<file path="src/rtl/leb128_fetch.sv">
`default_nettype none
// ============================================================================
// Module   : leb128_fetch
// Brief    : Fetches a ROM window and decodes one ULEB128/SLEB128 immediate.
// Revision : 1.0 - initial release
// ============================================================================
module leb128_fetch #(
   parameter int MEM_DEPTH = 4,
   parameter int MEM_EXTRA = 4
) (
   input  logic                            clk,
   input  logic                            reset,
   input  logic                            start,
   input  logic [MEM_DEPTH:0]              addr,
   input  logic                            is_signed,
   input  logic                            wide,
   output logic [MEM_DEPTH:0]              mem_addr,
   output logic [MEM_EXTRA-1:0]            mem_extra,
   input  logic [(2**MEM_EXTRA)*8-1:0]     mem_data,
   input  logic                            mem_error,
   output logic                            busy,
   output logic                            done,
   output logic [63:0]                     value,
   output logic [3:0]                      length,
   output logic [1:0]                      err
);

   localparam int                 c_WIN_BITS     = (2**MEM_EXTRA) * 8;
   localparam int                 c_SEL_W        = $clog2(c_WIN_BITS);
   localparam logic [MEM_EXTRA-1:0] c_EXTRA_WIDE   = MEM_EXTRA'(9);
   localparam logic [MEM_EXTRA-1:0] c_EXTRA_NARROW = MEM_EXTRA'(4);

   typedef enum logic [2:0] {
      S_IDLE   = 3'd0,
      S_FETCH  = 3'd1,
      S_WAIT   = 3'd2,
      S_DECODE = 3'd3,
      S_DONE   = 3'd4
   } state_t;

   state_t                r_state;
   state_t                w_next;
   logic [MEM_DEPTH:0]    r_addr;
   logic                  r_signed;
   logic                  r_wide;
   logic [c_WIN_BITS-1:0] r_window;
   logic [63:0]           r_acc;
   logic [6:0]            r_shift;
   logic [3:0]            r_count;
   logic [63:0]           r_value;
   logic [3:0]            r_length;
   logic [1:0]            r_err;
   logic                  r_done;

   logic [c_SEL_W-1:0]    w_bit_base;
   logic [7:0]            w_byte;
   logic [63:0]           w_acc_next;
   logic [6:0]            w_shift_next;
   logic [3:0]            w_count_next;
   logic [3:0]            w_max;
   logic [63:0]           w_sext;
   logic [63:0]           w_full;
   logic [63:0]           w_result;

   assign w_bit_base   = c_SEL_W'({r_count, 3'b000});
   assign w_byte       = r_window[w_bit_base +: 8];
   // Bits shifted past bit 63 fall off the 64-bit accumulator silently.
   assign w_acc_next   = r_acc | (64'(w_byte[6:0]) << r_shift);
   assign w_shift_next = r_shift + 7'd7;
   assign w_count_next = r_count + 4'd1;
   assign w_max        = r_wide ? 4'd10 : 4'd5;
   assign w_sext       = (r_signed && w_byte[6] && (w_shift_next < 7'd64)) ?
                         (~64'd0 << w_shift_next) : 64'd0;
   assign w_full       = w_acc_next | w_sext;
   assign w_result     = r_wide   ? w_full :
                         r_signed ? {{32{w_full[31]}}, w_full[31:0]} :
                                    {32'd0, w_full[31:0]};

   always_comb begin
      w_next = r_state;
      case (r_state)
         S_IDLE:   if (start) w_next = S_FETCH;
         S_FETCH:  w_next = S_WAIT;
         S_WAIT:   w_next = mem_error ? S_DONE : S_DECODE;
         S_DECODE: if (!w_byte[7] || (w_count_next == w_max)) w_next = S_DONE;
         S_DONE:   w_next = S_IDLE;
         default:  w_next = S_IDLE;
      endcase
   end

   always_ff @(posedge clk or negedge reset) begin
      if (!reset) begin
         r_state  <= S_IDLE;
         r_addr   <= '0;
         r_signed <= 1'b0;
         r_wide   <= 1'b0;
         r_window <= '0;
         r_acc    <= '0;
         r_shift  <= '0;
         r_count  <= '0;
         r_value  <= '0;
         r_length <= '0;
         r_err    <= '0;
         r_done   <= 1'b0;
      end else begin
         r_state <= w_next;
         // The pulse trails the DONE state so a start seen with it is accepted.
         r_done  <= (r_state == S_DONE);
         case (r_state)
            S_IDLE: begin
               if (start) begin
                  r_addr   <= addr;
                  r_signed <= is_signed;
                  r_wide   <= wide;
                  r_acc    <= '0;
                  r_shift  <= '0;
                  r_count  <= '0;
                  r_err    <= 2'b00;
               end
            end
            S_WAIT: begin
               if (mem_error) begin
                  r_err    <= 2'b01;
                  r_value  <= '0;
                  r_length <= r_count;
               end else begin
                  r_window <= mem_data;
               end
            end
            S_DECODE: begin
               r_acc   <= w_acc_next;
               r_shift <= w_shift_next;
               r_count <= w_count_next;
               if (!w_byte[7]) begin
                  r_value  <= w_result;
                  r_length <= w_count_next;
               end else if (w_count_next == w_max) begin
                  r_err    <= 2'b10;
                  r_value  <= '0;
                  r_length <= w_count_next;
               end
            end
            default: ;
         endcase
      end
   end

   assign busy      = (r_state != S_IDLE);
   assign done      = r_done;
   assign value     = r_value;
   assign length    = r_length;
   assign err       = r_err;
   assign mem_addr  = ((r_state == S_FETCH) || (r_state == S_WAIT)) ? r_addr : '0;
   assign mem_extra = ((r_state == S_FETCH) || (r_state == S_WAIT)) ?
                      (r_wide ? c_EXTRA_WIDE : c_EXTRA_NARROW) : '0;

endmodule
`default_nettype wire

</file>
<file path="config.mk">
export PLATFORM = sky130hd
export DESIGN_NAME = leb128_fetch
export DESIGN_NICKNAME = d
export VERILOG_FILES = /design/src/rtl/leb128_fetch.sv
export SDC_FILE = /design/constraint.sdc
export NUM_CORES = 1
export LEC_CHECK = 0
export CAP_MARGIN = 5
export CORE_MARGIN = 5
export CORE_UTILIZATION = 32
export DETAILED_ROUTE_END_ITERATION = 6
export GPL_TIMING_DRIVEN = 0
export PLACE_DENSITY_LB_ADDON = 0.3
export SYNTH_ARGS = -nofsm -noshare
export SYNTH_HDL_FRONTEND = slang
export SYNTH_SLANG_ARGS = --single-unit
export TNS_END_PERCENT = 5
</file>
<file path="constraint.sdc">
create_clock -name clk -period 5.47 [get_ports clk]
set_input_delay 0.8205 -clock clk [delete_from_list [all_inputs] [get_ports clk]]
set_output_delay 0.8205 -clock clk [all_outputs]
set_load 0.05 [all_outputs]
</file>
# Word-level counts from Yosys, hierarchy flattened
# Cells that the tools add are included.
[totals]
register_bits = 284
input_bits = 139
out_inout_bits = 81
word_cells = 78
[classes]
addsub = 2
order_cmp = 1
eq_ne = 11
n_shift = 3
n_mux = 30
n_bitwise = 3
reduce_logical = 16
[op_table]
columns = ["cell", "count"]
rows = [
  ["64-bit 2-to-1 mux", 7],
  ["64-bit case mux with 2 select lines", 2],
  ["64-bit bitwise OR", 2],
  ["128-bit by 8-bit indexed part select with 8-bit output", 1],
  ["64-bit by 7-bit << shifter with 64-bit output, first input constant", 1],
  ["7-bit by 7-bit << shifter with 64-bit output", 1],
  ["4-bit 2-to-1 mux", 7],
  ["4-bit case mux with 2 select lines", 2],
  ["7-bit case mux with 2 select lines", 1],
  ["3-bit case mux with 4 select lines", 1],
  ["2-bit inequality test, second input constant", 5],
  ["3-bit 2-to-1 mux", 3],
  ["2-bit 2-to-1 mux", 4],
  ["2-bit AND reduction", 4],
  ["7-bit by 3-bit adder with 7-bit output, second input constant", 1],
  ["7-bit < comparator, second input constant", 1],
  ["7-bit 2-to-1 mux", 1],
  ["3-bit by 2-bit equality test with 1-bit output, second input constant", 2],
  ["2-bit case mux with 3 select lines", 1],
  ["3-bit nonzero test", 2],
  ["5-bit 2-to-1 mux", 1],
  ["5-bit AND reduction", 1],
  ["4-bit by 1-bit adder with 4-bit output, second input constant", 1],
  ["4-bit equality test", 1],
  ["other kinds (10)", 13],
]

# Logic depth before layout (Yosys ltp)
# Gate-level depths: netlist of run 1.
[logic_depth]
word_depth = 9
ltp_mapped = 14
mapped_depth_nobuf = 12

# Worst setup path before layout of run 1
# Ideal clock, no wire load.
[synth_timing]
kind = "register to register"
start = "register r_shift[1]"
end = "register r_value[44], in the netlist value[44]"
arrival_time_ps = 3152
setup_slack_ps = 2197
stages_incl_launch_ff = 15
path_buffers = 2
period_less_slack_ps = 3273
path_cell_list = "dfrtp_1 buf_1 inv_1 clkbuf_1 ha_1 inv_1 ha_1 inv_1 nor2_1 inv_1 o21ai_0 a21oi_1 or4_1 a21o_1 a22o_1"
[synth_between]
elab_chain_cells = 9
word_cells_on_any_way = 12
[synth_lines]
columns = ["item", "line_no", "source"]
rows = [
  ["start, declared", "48", "logic [6:0] r_shift;"],
  ["start signal, assigned", "132", "r_shift <= w_shift_next;"],
  ["branches (longest 4 deep; another with 7-bit by 3-bit adder with 7-bit output)", "n/a", ""],
  ["64-bit bitwise OR (*)", "74", "assign w_full = w_acc_next | w_sext;"],
  ["64-bit 2-to-1 mux", "76", "r_signed ? {{32{w_full[31]}}, w_full[31:0]} :"],
  ["64-bit 2-to-1 mux (*)", "75", "assign w_result = r_wide ? w_full :"],
  ["64-bit 2-to-1 mux (*)", "134", "if (!w_byte[7]) begin"],
  ["64-bit case mux with 2 select lines (*)", "109", "case (r_state)"],
  ["end signal, assigned", "135", "r_value <= w_result;"],
  ["end, declared", "50", "logic [63:0] r_value;"],
]
# Mark *: on every way between the ends.
# A chain may end at the register's enable or synchronous reset.

# Worst setup path in the final report of run 1
[layout_timing]
start = "register r_shift[1]"
end = "register r_value[53], in the netlist value[53]"
# The elaborated chain is that of the path after synthesis.

==> flow_summary.ini, run 1 <==
[clocking]
post_cts_buffers = 0
cts-root-buf = clkbuf_16
numCtsBuffers = 34
cts_tree = done
holdBufCountCts = 0
cts.repair.resized = 0
htree_levels = 2
insertion_delay_ns = 0.56
clockBufferDepth = 3
clock_sinks = 284
clk_pin_slew_ns = 0.06

[worst_setup_path]
cp_common_cell = inv_1
arrival_ns = 5.45
cp.required_ns = 5.86
crit_path_end_kind = register
path_cells = buf_1 -> inv_1 -> clkbuf_1 -> ha_1 -> inv_1 -> ha_1 -> inv_1 -> nor2_1 -> o21ai_0 -> o31a_1 -> a2111oi_0 -> o21ai_0
cp-startpoint = r_shift[1]
cp-endpoint = value[53]
startpoint_type = register
worstReg2RegEnd = value[53]
critPathKind = reg2reg
critPathSlowestCell = nor2_1
cp_max_fo = 11
worstReg2RegStart = r_shift[1]
critPathMaxStageDelay_ns = 0.70
reg2reg_slack_ns = 0.41
worst_r2r_path_depth = 12

[route]
drtPass1Iterations = 5
wire_per_inst_um = 24.5
num_vias = 11700
avgViaCountPerCell = 5.46
drt_iter0_markers = 857
drtAntennaViolNets = 0
drc = 0
drt-total-wl_um = 52400

[yosys]
yosys.area.top_type = dfrtp_1
synthesis.area_um2 = 14000
synth_flop_cell = dfrtp_1
yosysWarnings = 0
synth_area_per_cell_um2 = 11.0
synth.most_common_cell = dfrtp_1
async_reset_ff_share_pct = 100
synth_edf_count = 0
synth_commonest_cells = dfrtp_1, nand2_1, mux2_2
yosysSeqAreaShare_pct = 50.9
syn_nets = 1420
synth_top_area_share_pct = 50.9
synth_area_leaders = dfrtp_1, mux2_2, nand2_1
syn_inst = 1275
synthDistinctLibCells = 78
ys_ff_latch = 284

[global_route]
first_global_vias = 12000
antenna_found_initial = 3
grt_util_all_layers_pct = 21.8
grt_max_degree = 114
grt_overflow = 0
grt_pass1_wl_um = 78200

[pwr]
p_leak_nw = 7.35
ir_drop_mv = 0.283
powerDensity_nw_per_um2 = 654
finalPower_mw = 11.8

[placement]
place_inst = 2081
place.gp.congestion = 0.954
dp_slack_ns = 0.516
place_area_um2 = 16900
port_buffers = 218
dp_hpwl_um = 39900

[cells_and_area]
final_cells = 2139
finalInstanceArea_um2 = 18100
diodes = 0
area_growth_syn_to_layout_pct = 29.5
drive_gt1_share_pct = 17.4
final_net_count = 1677

[sta]
post-route-worst-setup-slack_ns = 0.413
skew_ns = 0.0244
hold_viol = 0
max_slew_margin_pct = 16.4
fin_crit_ns = 5.06
fmax_mhz = 198
rsz0062_at_grt = false
setup_viol = 0
tightest_slew_ns = 1.25
drv_slew = 0
post-route-period-util_pct = 92.5

[floorplanning]
rows = 76
start_util_pct = 32.3
coreArea_um2 = 43200
die_w_um = 219
fp.dieH_um = 219
design.die.area_um2 = 47900
num_io_pins = 220

[min_path]
hp-class = in2async

[run]
drv_cap = 0

[run_status]
status = finished clean
==> per-layer routing <==
metal	share of wire, %	up-vias	global-route usage [%]
met3	6.3	82	4.18
met1	41	5945	28.3
met4	3.2	4	6.93
li1	-	5205	-
met5	0.040	-	0
met2	49	438	36.8
==> registers in the layout (all words and copies together), names as in the netlist <==
| register | cells |
|---|---|
| r_count | 4 |
| r_wide | 1 |
| r_state | 3 |
| err | 2 |
| value | 64 |
| length | 4 |
| r_signed | 1 |
| r_window | 128 |
| done | 1 |
| r_shift | 7 |
| r_acc | 64 |
| r_addr | 5 |
==> logic make-up after synthesis <==
logic type	share of synthesized area, %
other	0.0269
and+or+nand+nor	10.5
adders and majority gates	0.538
AOI/OAI and AO/OA	17.7
muxes	16.0
buffers and inverters	3.59
DFF	50.9
xor gates and xnor gates	0.690
==> layout by cell type (no fill, tap or decap), types with 14 or more instances in the layout <==
| master | synthesis | final |
|---|---|---|
| and2_1 | 14 | 14 |
| clkdlybuf4s50_1 | 0 | 217 |
| o221ai_1 | 20 | 20 |
| mux4_2 | 23 | 23 |
| o21ai_0 | 101 | 101 |
| inv_1 | 15 | 15 |
| a21oi_1 | 75 | 75 |
| a22o_1 | 30 | 30 |
| buf_2 | 15 | 15 |
| nand3_1 | 14 | 14 |
| nand2_1 | 166 | 166 |
| nor3_1 | 19 | 19 |
| clkbuf_1 | 53 | 58 |
| mux2_2 | 138 | 138 |
| clkbuf_16 | 0 | 34 |
| nor2_1 | 71 | 71 |
| dfrtp_1 | 284 | 284 |
==> power by group <==
group	internal, mW	total [mW]	switching, mW
sequential	2.89	3.31	0.420
clock	1.42	2.35	0.934
combinational	2.19	6.17	3.98
==> worst min path at each step <==
| stage | start | to | slack (ns) | depth (start not counted) |
|---|---|---|---|---|
| final | reset | value[55] | 0.27 | 1 |
| after global routing | reset | value[55] | 0.34 | 1 |
| after CTS | reset | value[55] | 0.30 | 1 |
| after detailed placement | r_addr[0] | r_addr[0] | 0.46 | 2 |
| after global placement | r_addr[4] | r_addr[4] | 0.45 | 2 |
| after floorplan | r_addr[0] | r_addr[0] | 0.44 | 2 |
==> worst max-delay path, delay by kind of cell (launching register included) <==
kind,cells,cell delay (ns)
buffers and inverters,5,1.44
and+or+nand+nor,1,0.70
DFF,1,0.40
AOI/OAI and AO/OA,4,1.42
adders and majority gates,2,0.92
==> stage by stage <==
stage | utilization [%] | setup TNS, ns | hold WS (ns)
2_1_floorplan | - | 0 | 0.437
3_3_place_gp | 39.1 | -2516.47 | 0.453
3_5_place_dp | 39.3 | 0 | 0.459
4_1_cts | 41.9 | 0 | 0.298
5_1_grt | 41.9 | 0 | 0.337
6_report | 41.9 | 0 | 0.274
==> cell type report <==
cell class | count | area [µm²]
inverter | 19 | 71.3
sequential | 284 | 7110
multi-input combinational | 887 | 6360
fill | 4233 | 25100
clock buffer | 45 | 952
tap | 585 | 732
timing repair buffer | 221 | 2250
buffer | 85 | 430
clock inverter | 13 | 189
No activity file was read; power rests on OpenSTA's default activity.
==> run 2, diff against run 1 <==
--- a/config.mk
+++ b/config.mk
@@ -5,6 +5,7 @@
 export SDC_FILE = /design/constraint.sdc
 export NUM_CORES = 1
 export LEC_CHECK = 0
+export ABC_AREA = 1
 export CAP_MARGIN = 5
 export CORE_MARGIN = 5
 export CORE_UTILIZATION = 32
==> run 2 against run 1 <==
Net effect:
- sequential share of layout area is 0.55 points lower
- final area is 1.4% higher
- worst setup slack better by 1.6 ns
- wire length is 1.6% higher
- global-route usage is 0.20 points higher
- final cell count is 29% higher
- first-iteration DRC count is 46% higher
- clock skew is 0.0033 ns higher
- total power is 10% lower
- sequential power is 5% lower
- via count is 17% higher
- non-clock buffer count is 23 higher
- critical path type unchanged
==> flow_summary.ini, run 2 <==
[global_route]
grt_overflow = 0
grt_pass1_wl_um = 81600
antenna_found_initial = 0
grt_util_all_layers_pct = 22.0
first_global_vias = 13900
grt_max_degree = 120

[placement]
place_area_um2 = 17200
port_buffers = 218
dp_hpwl_um = 40500
place.gp.congestion = 0.974

[floorplanning]
design.die.area_um2 = 48700
rows = 77
start_util_pct = 32.2
fp.dieH_um = 221
num_io_pins = 220
die_w_um = 221
coreArea_um2 = 44100

[worst_setup_path]
critPathMaxStageDelay_ns = 0.51
arrival_ns = 3.90
reg2reg_slack_ns = 2.04
cp_max_fo = 10
path_buf_inv = 4
cp_common_cell = nand2_1
crit_path_end_kind = register
startpoint_type = register
crit_family = simple AND/OR/NAND/NOR gates
critPathSlowestCell = clkbuf_1
cp.required_ns = 5.94
critPathKind = reg2reg
path_cells = buf_2 -> inv_1 -> buf_2 -> ha_1 -> a21oi_1 -> or2_2 -> nand2_1 -> clkbuf_1 -> nand2_1 -> o211ai_1 -> nand2_1 -> nand2_1

[yosys]
yosys.area.top_type = dfrtp_1
synthesis.area_um2 = 14200
async_reset_ff_share_pct = 100
synth.most_common_cell = nand2_1
synth_flop_cell = dfrtp_1
syn_nets = 2038
yosysSeqAreaShare_pct = 50.0
synth_area_per_cell_um2 = 7.51
synth_commonest_cells = nand2_1, dfrtp_1, inv_1
synthDistinctLibCells = 39
ys_ff_latch = 284
synth_area_leaders = dfrtp_1, nand2_1, nand3_1
yosysWarnings = 0
synth_edf_count = 0
synth_top_area_share_pct = 50.0
syn_inst = 1893

[clocking]
post_cts_buffers = 0
htree_levels = 2
cts.repair.resized = 0
holdBufCountCts = 0
insertion_delay_ns = 0.55
cts-root-buf = clkbuf_16
clockBufferDepth = 3
numCtsBuffers = 35
clk_pin_slew_ns = 0.06
clock_sinks = 284
cts_tree = done

[cells_and_area]
drive_gt1_share_pct = 5.80
finalInstanceArea_um2 = 18300
largest_reg_flops = 128
diodes = 0
area_growth_syn_to_layout_pct = 29.0
largest_register = r_window
final_net_count = 2295
layout_commonest_cell = nand2_1
final_cell_mix = nand2_1, dfrtp_1, clkdlybuf4s50_1, inv_1, nand3_1

[sta]
fmax_mhz = 291
fin_tns_setup_ns = 0
post-route-period-util_pct = 62.8
setup_viol = 0
drv_slew = 0
skew_ns = 0.0277
rsz0062_at_grt = false
hold_viol = 0
max_slew_margin_pct = 38.6
tightest_slew_ns = 0.917
fin_hold_ws_ns = 0.235
fin_crit_ns = 3.43

[route]
avgViaCountPerCell = 4.96
drc = 0
drt-total-wl_um = 53300
num_vias = 13700
wire_per_inst_um = 19.3
drtAntennaViolNets = 0
drtPass1Iterations = 6
drt_iter0_markers = 1248

[pwr]
ir_drop_mv = 0.311
powerDensity_nw_per_um2 = 580
finalPower_mw = 10.6
p_leak_nw = 8.62

[run]
drv_cap = 0

[run_status]
status = finished clean

[min_path]
hp-class = in2async
[run 2: stage by stage]
step	cells	utilization, %	worst slack (ns)
after floorplan	1893	-	2.87
after global placement	2703	38.8	-8.78
after detailed placement	2705	39.0	1.89
after CTS	2763	41.6	2.09
after global routing	2763	41.6	1.82
final	2763	41.6	2.04
[run 2: power breakdown]
| group | internal [mW] | switching [mW] |
|---|---|---|
| Clock | 1.43 | 0.911 |
| Sequential | 2.79 | 0.357 |
| Combinational | 1.50 | 3.66 |
[run 2: metal layers]
layer | global-route usage, % | vias up | share of wire [%]
li1 | - | 6572 | -
met4 | 7.28 | 0 | 3.1
met3 | 4.20 | 101 | 7.1
met5 | 0 | - | 0
met1 | 31.7 | 6537 | 46
met2 | 33.2 | 502 | 43
[run 2: worst register-to-register path: stages (launching register included)]
cell	delay, ns
dfrtp_1	0.37
buf_2	0.18
inv_1	0.13
buf_2	0.25
ha_1	0.27
a21oi_1	0.12
or2_2	0.29
nand2_1	0.23
clkbuf_1	0.52
nand2_1	0.46
o211ai_1	0.35
nand2_1	0.11
nand2_1	0.07
[run 2: logic make-up (layout without fill, tap and decap cells)]
group	Yosys count	count (layout)	share of synthesized area, %
adder cells (fa/ha/maj)	6	6	0.528
flip-flops	284	284	50.0
other	1	1	0.0264
AND/OR/NAND/NOR	1011	1011	29.2
buffers and inverters	275	553	8.26
AO/OA/AOI/OAI	314	314	11.8
XOR/XNOR	2	2	0.123
[run 2: worst paths after layout]
kind	start	to	depth (start not counted)
max	r_shift[0]	value[8]	12
min	reset	r_window[122]	1
max reg2reg	r_shift[0]	value[8]	12
min reg2reg	r_state[1]	done	1
max in group asynchronous	reset	value[16]	2
min in group clk	r_state[1]	done	1
[run 2: layout make-up]
class | instances | area, µm²
plain buffers | 109 | 552
multi-input cells | 1334 | 5940
well taps | 592 | 741
clock inverters | 6 | 123
fillers | 4657 | 25800
flip-flops and latches | 284 | 7110
clock buffers | 52 | 1020
repair buffers | 220 | 2240
inverters | 166 | 623
==> run 3, diff against run 2 <==
==> constraint.sdc (replaced) <==
create_clock -name clk -period 3.6 [get_ports clk]
set_input_delay 0.54 -clock clk [delete_from_list [all_inputs] [get_ports clk]]
set_output_delay 0.54 -clock clk [all_outputs]
set_load 0.05 [all_outputs]
==> run 3 against run 2 <==
Net effect:
- clock power grew 52%
- sequential share of layout area is essentially flat
- first-iteration DRC count shrank 2.5%
- sequential power grew 52%
- combinational power grew 52%
- non-clock buffer count grew 1
- register-to-register slack lost 1.9 ns
- flip-flop and latch count is the same
- critical path depth is the same
- wire length grew 0.20%
- die area is the same
- critical endpoint unchanged
- largest power group unchanged
==> flow_summary.ini, run 3 (synthesis gave the netlist of run 2 again) <==
[worst_setup_path]
critPathMaxStageDelay_ns = 0.52
cp_common_cell = nand2_1
startpoint_type = register
crit_path_end_kind = register
worstReg2RegEnd = value[8]
worst_r2r_path_depth = 12
worstReg2RegStart = r_shift[0]
critPathKind = reg2reg
reg2reg_slack_ns = 0.17
path_cells = buf_2 -> inv_1 -> buf_2 -> ha_1 -> a21oi_1 -> or2_2 -> nand2_1 -> clkbuf_1 -> nand2_1 -> o211ai_1 -> nand2_1 -> nand2_1
critPathSlowestCell = clkbuf_1
cp_max_fo = 10
cp.required_ns = 4.07
arrival_ns = 3.90

[placement]
dp_hpwl_um = 40500
place_inst = 2705
dp_slack_ns = 0.260
port_buffers = 218
place_area_um2 = 17200
place.gp.congestion = 0.974

[run_status]
status = finished clean

[sta]
drv_slew = 0
post-route-worst-setup-slack_ns = 0.171
setup_viol = 0
tightest_slew_ns = 0.914
fin_hold_ws_ns = 0.469
fin_tns_setup_ns = 0
max_slew_margin_pct = 38.4
hold_viol = 0
fin_crit_ns = 3.43
fmax_mhz = 292
skew_ns = 0.0263
post-route-period-util_pct = 95.2
rsz0062_at_grt = true

[floorplanning]
start_util_pct = 32.2
rows = 77
fp.dieH_um = 221
design.die.area_um2 = 48700
coreArea_um2 = 44100
num_io_pins = 220
die_w_um = 221

[cells_and_area]
largest_reg_flops = 128
diodes = 0
area_growth_syn_to_layout_pct = 29.1
finalInstanceArea_um2 = 18400
largest_register = r_window
utilization_pct = 41.6
layout_commonest_cell = nand2_1
drive_gt1_share_pct = 5.89
final_net_count = 2296
final_cell_mix = nand2_1, dfrtp_1, clkdlybuf4s50_1, inv_1, nand3_1
fillers = 4658
final_cells = 2764

[pwr]
p_int_mw = 8.69
p_clk_share_pct = 22.0
powerDensity_nw_per_um2 = 881
switchingPower_mw = 7.48
switching_share_pct = 46.3
ir_drop_mv = 0.472
seq_power_share_pct = 29.5
p_leak_nw = 8.63
comb_power_share_pct = 48.4
finalPower_mw = 16.2

[route]
drt-total-wl_um = 53400
num_vias = 13700
drc = 0
wire_per_inst_um = 19.3
drtAntennaViolNets = 0
avgViaCountPerCell = 4.97
drt_iter0_markers = 1217
drtPass1Iterations = 5

[clocking]
clk_pin_slew_ns = 0.06
htree_levels = 2
numCtsBuffers = 35
cts_tree = done
clockBufferDepth = 3
cts-root-buf = clkbuf_16
insertion_delay_ns = 0.55
clock_sinks = 284

[min_path]
worst_hold_path.endpoint = r_window[46]
whs_path_depth = 2
min_from = r_window[46]
hp-class = reg2reg

[global_route]
first_global_vias = 13900
grt_max_degree = 120
antenna_found_initial = 0
grt_overflow = 0
grt_util_all_layers_pct = 22.0
grt_pass1_wl_um = 81600

[run]
drv_cap = 0
[run 3: final cells by class]
cell class,count,area [µm²],area share (%)
sequential,284,7110,38.7
inverter,166,623,3.39
clock inverter,6,123,0.668
buffer,109,552,3.01
clock buffer,52,1020,5.56
tap,592,741,4.03
multi-input combinational,1334,5940,32.4
timing repair buffer,221,2250,12.3
[run 3: worst max-delay path by stage]
stage                               to  cells after the start  startpoint
after floorplan           mem_extra[3]                      8  r_state[2]
after global placement       value[45]                      1       reset
after detailed placement      value[8]                     12  r_shift[0]
after CTS                     value[8]                     12  r_shift[0]
after global routing          value[9]                     12  r_shift[0]
final                         value[8]                     12  r_shift[0]
[run 3: worst max-delay path: cells and delay by family, from the launching register on]
kind / cells / cell delay [ns]
DFF: 1 / 0.37
AOI/OAI and AO/OA: 2 / 0.46
buffers and inverters: 4 / 1.08
adders and majority gates: 1 / 0.27
and+or+nand+nor: 5 / 1.15
[run 3: timing repair]
item,4_1_cts,5_1_grt
gates resized for setup,0,2
setup endpoints to repair,0,3
buffers inserted,0,0
endpoints found under the hold margin,65,0
hold buffers,1,0
[run 3: power groups by stage]
stage	logic [mW]	clock network (mW)	registers (mW)
final	7.83	3.56	4.78
after global routing	8.56	3.76	4.89
after CTS	7.78	3.62	4.77
after detailed placement	7.73	0	4.81
after global placement	7.68	0	4.81
after floorplan	4.10	0	5.51
[run 3: layer usage]
| layer | routed length (µm) | GRT usage (%) |
|---|---|---|
| met5 | 0 | 0 |
| met4 | 1670 | 7.28 |
| met3 | 3890 | 4.20 |
| met2 | 23300 | 33.2 |
| met1 | 24500 | 31.7 |
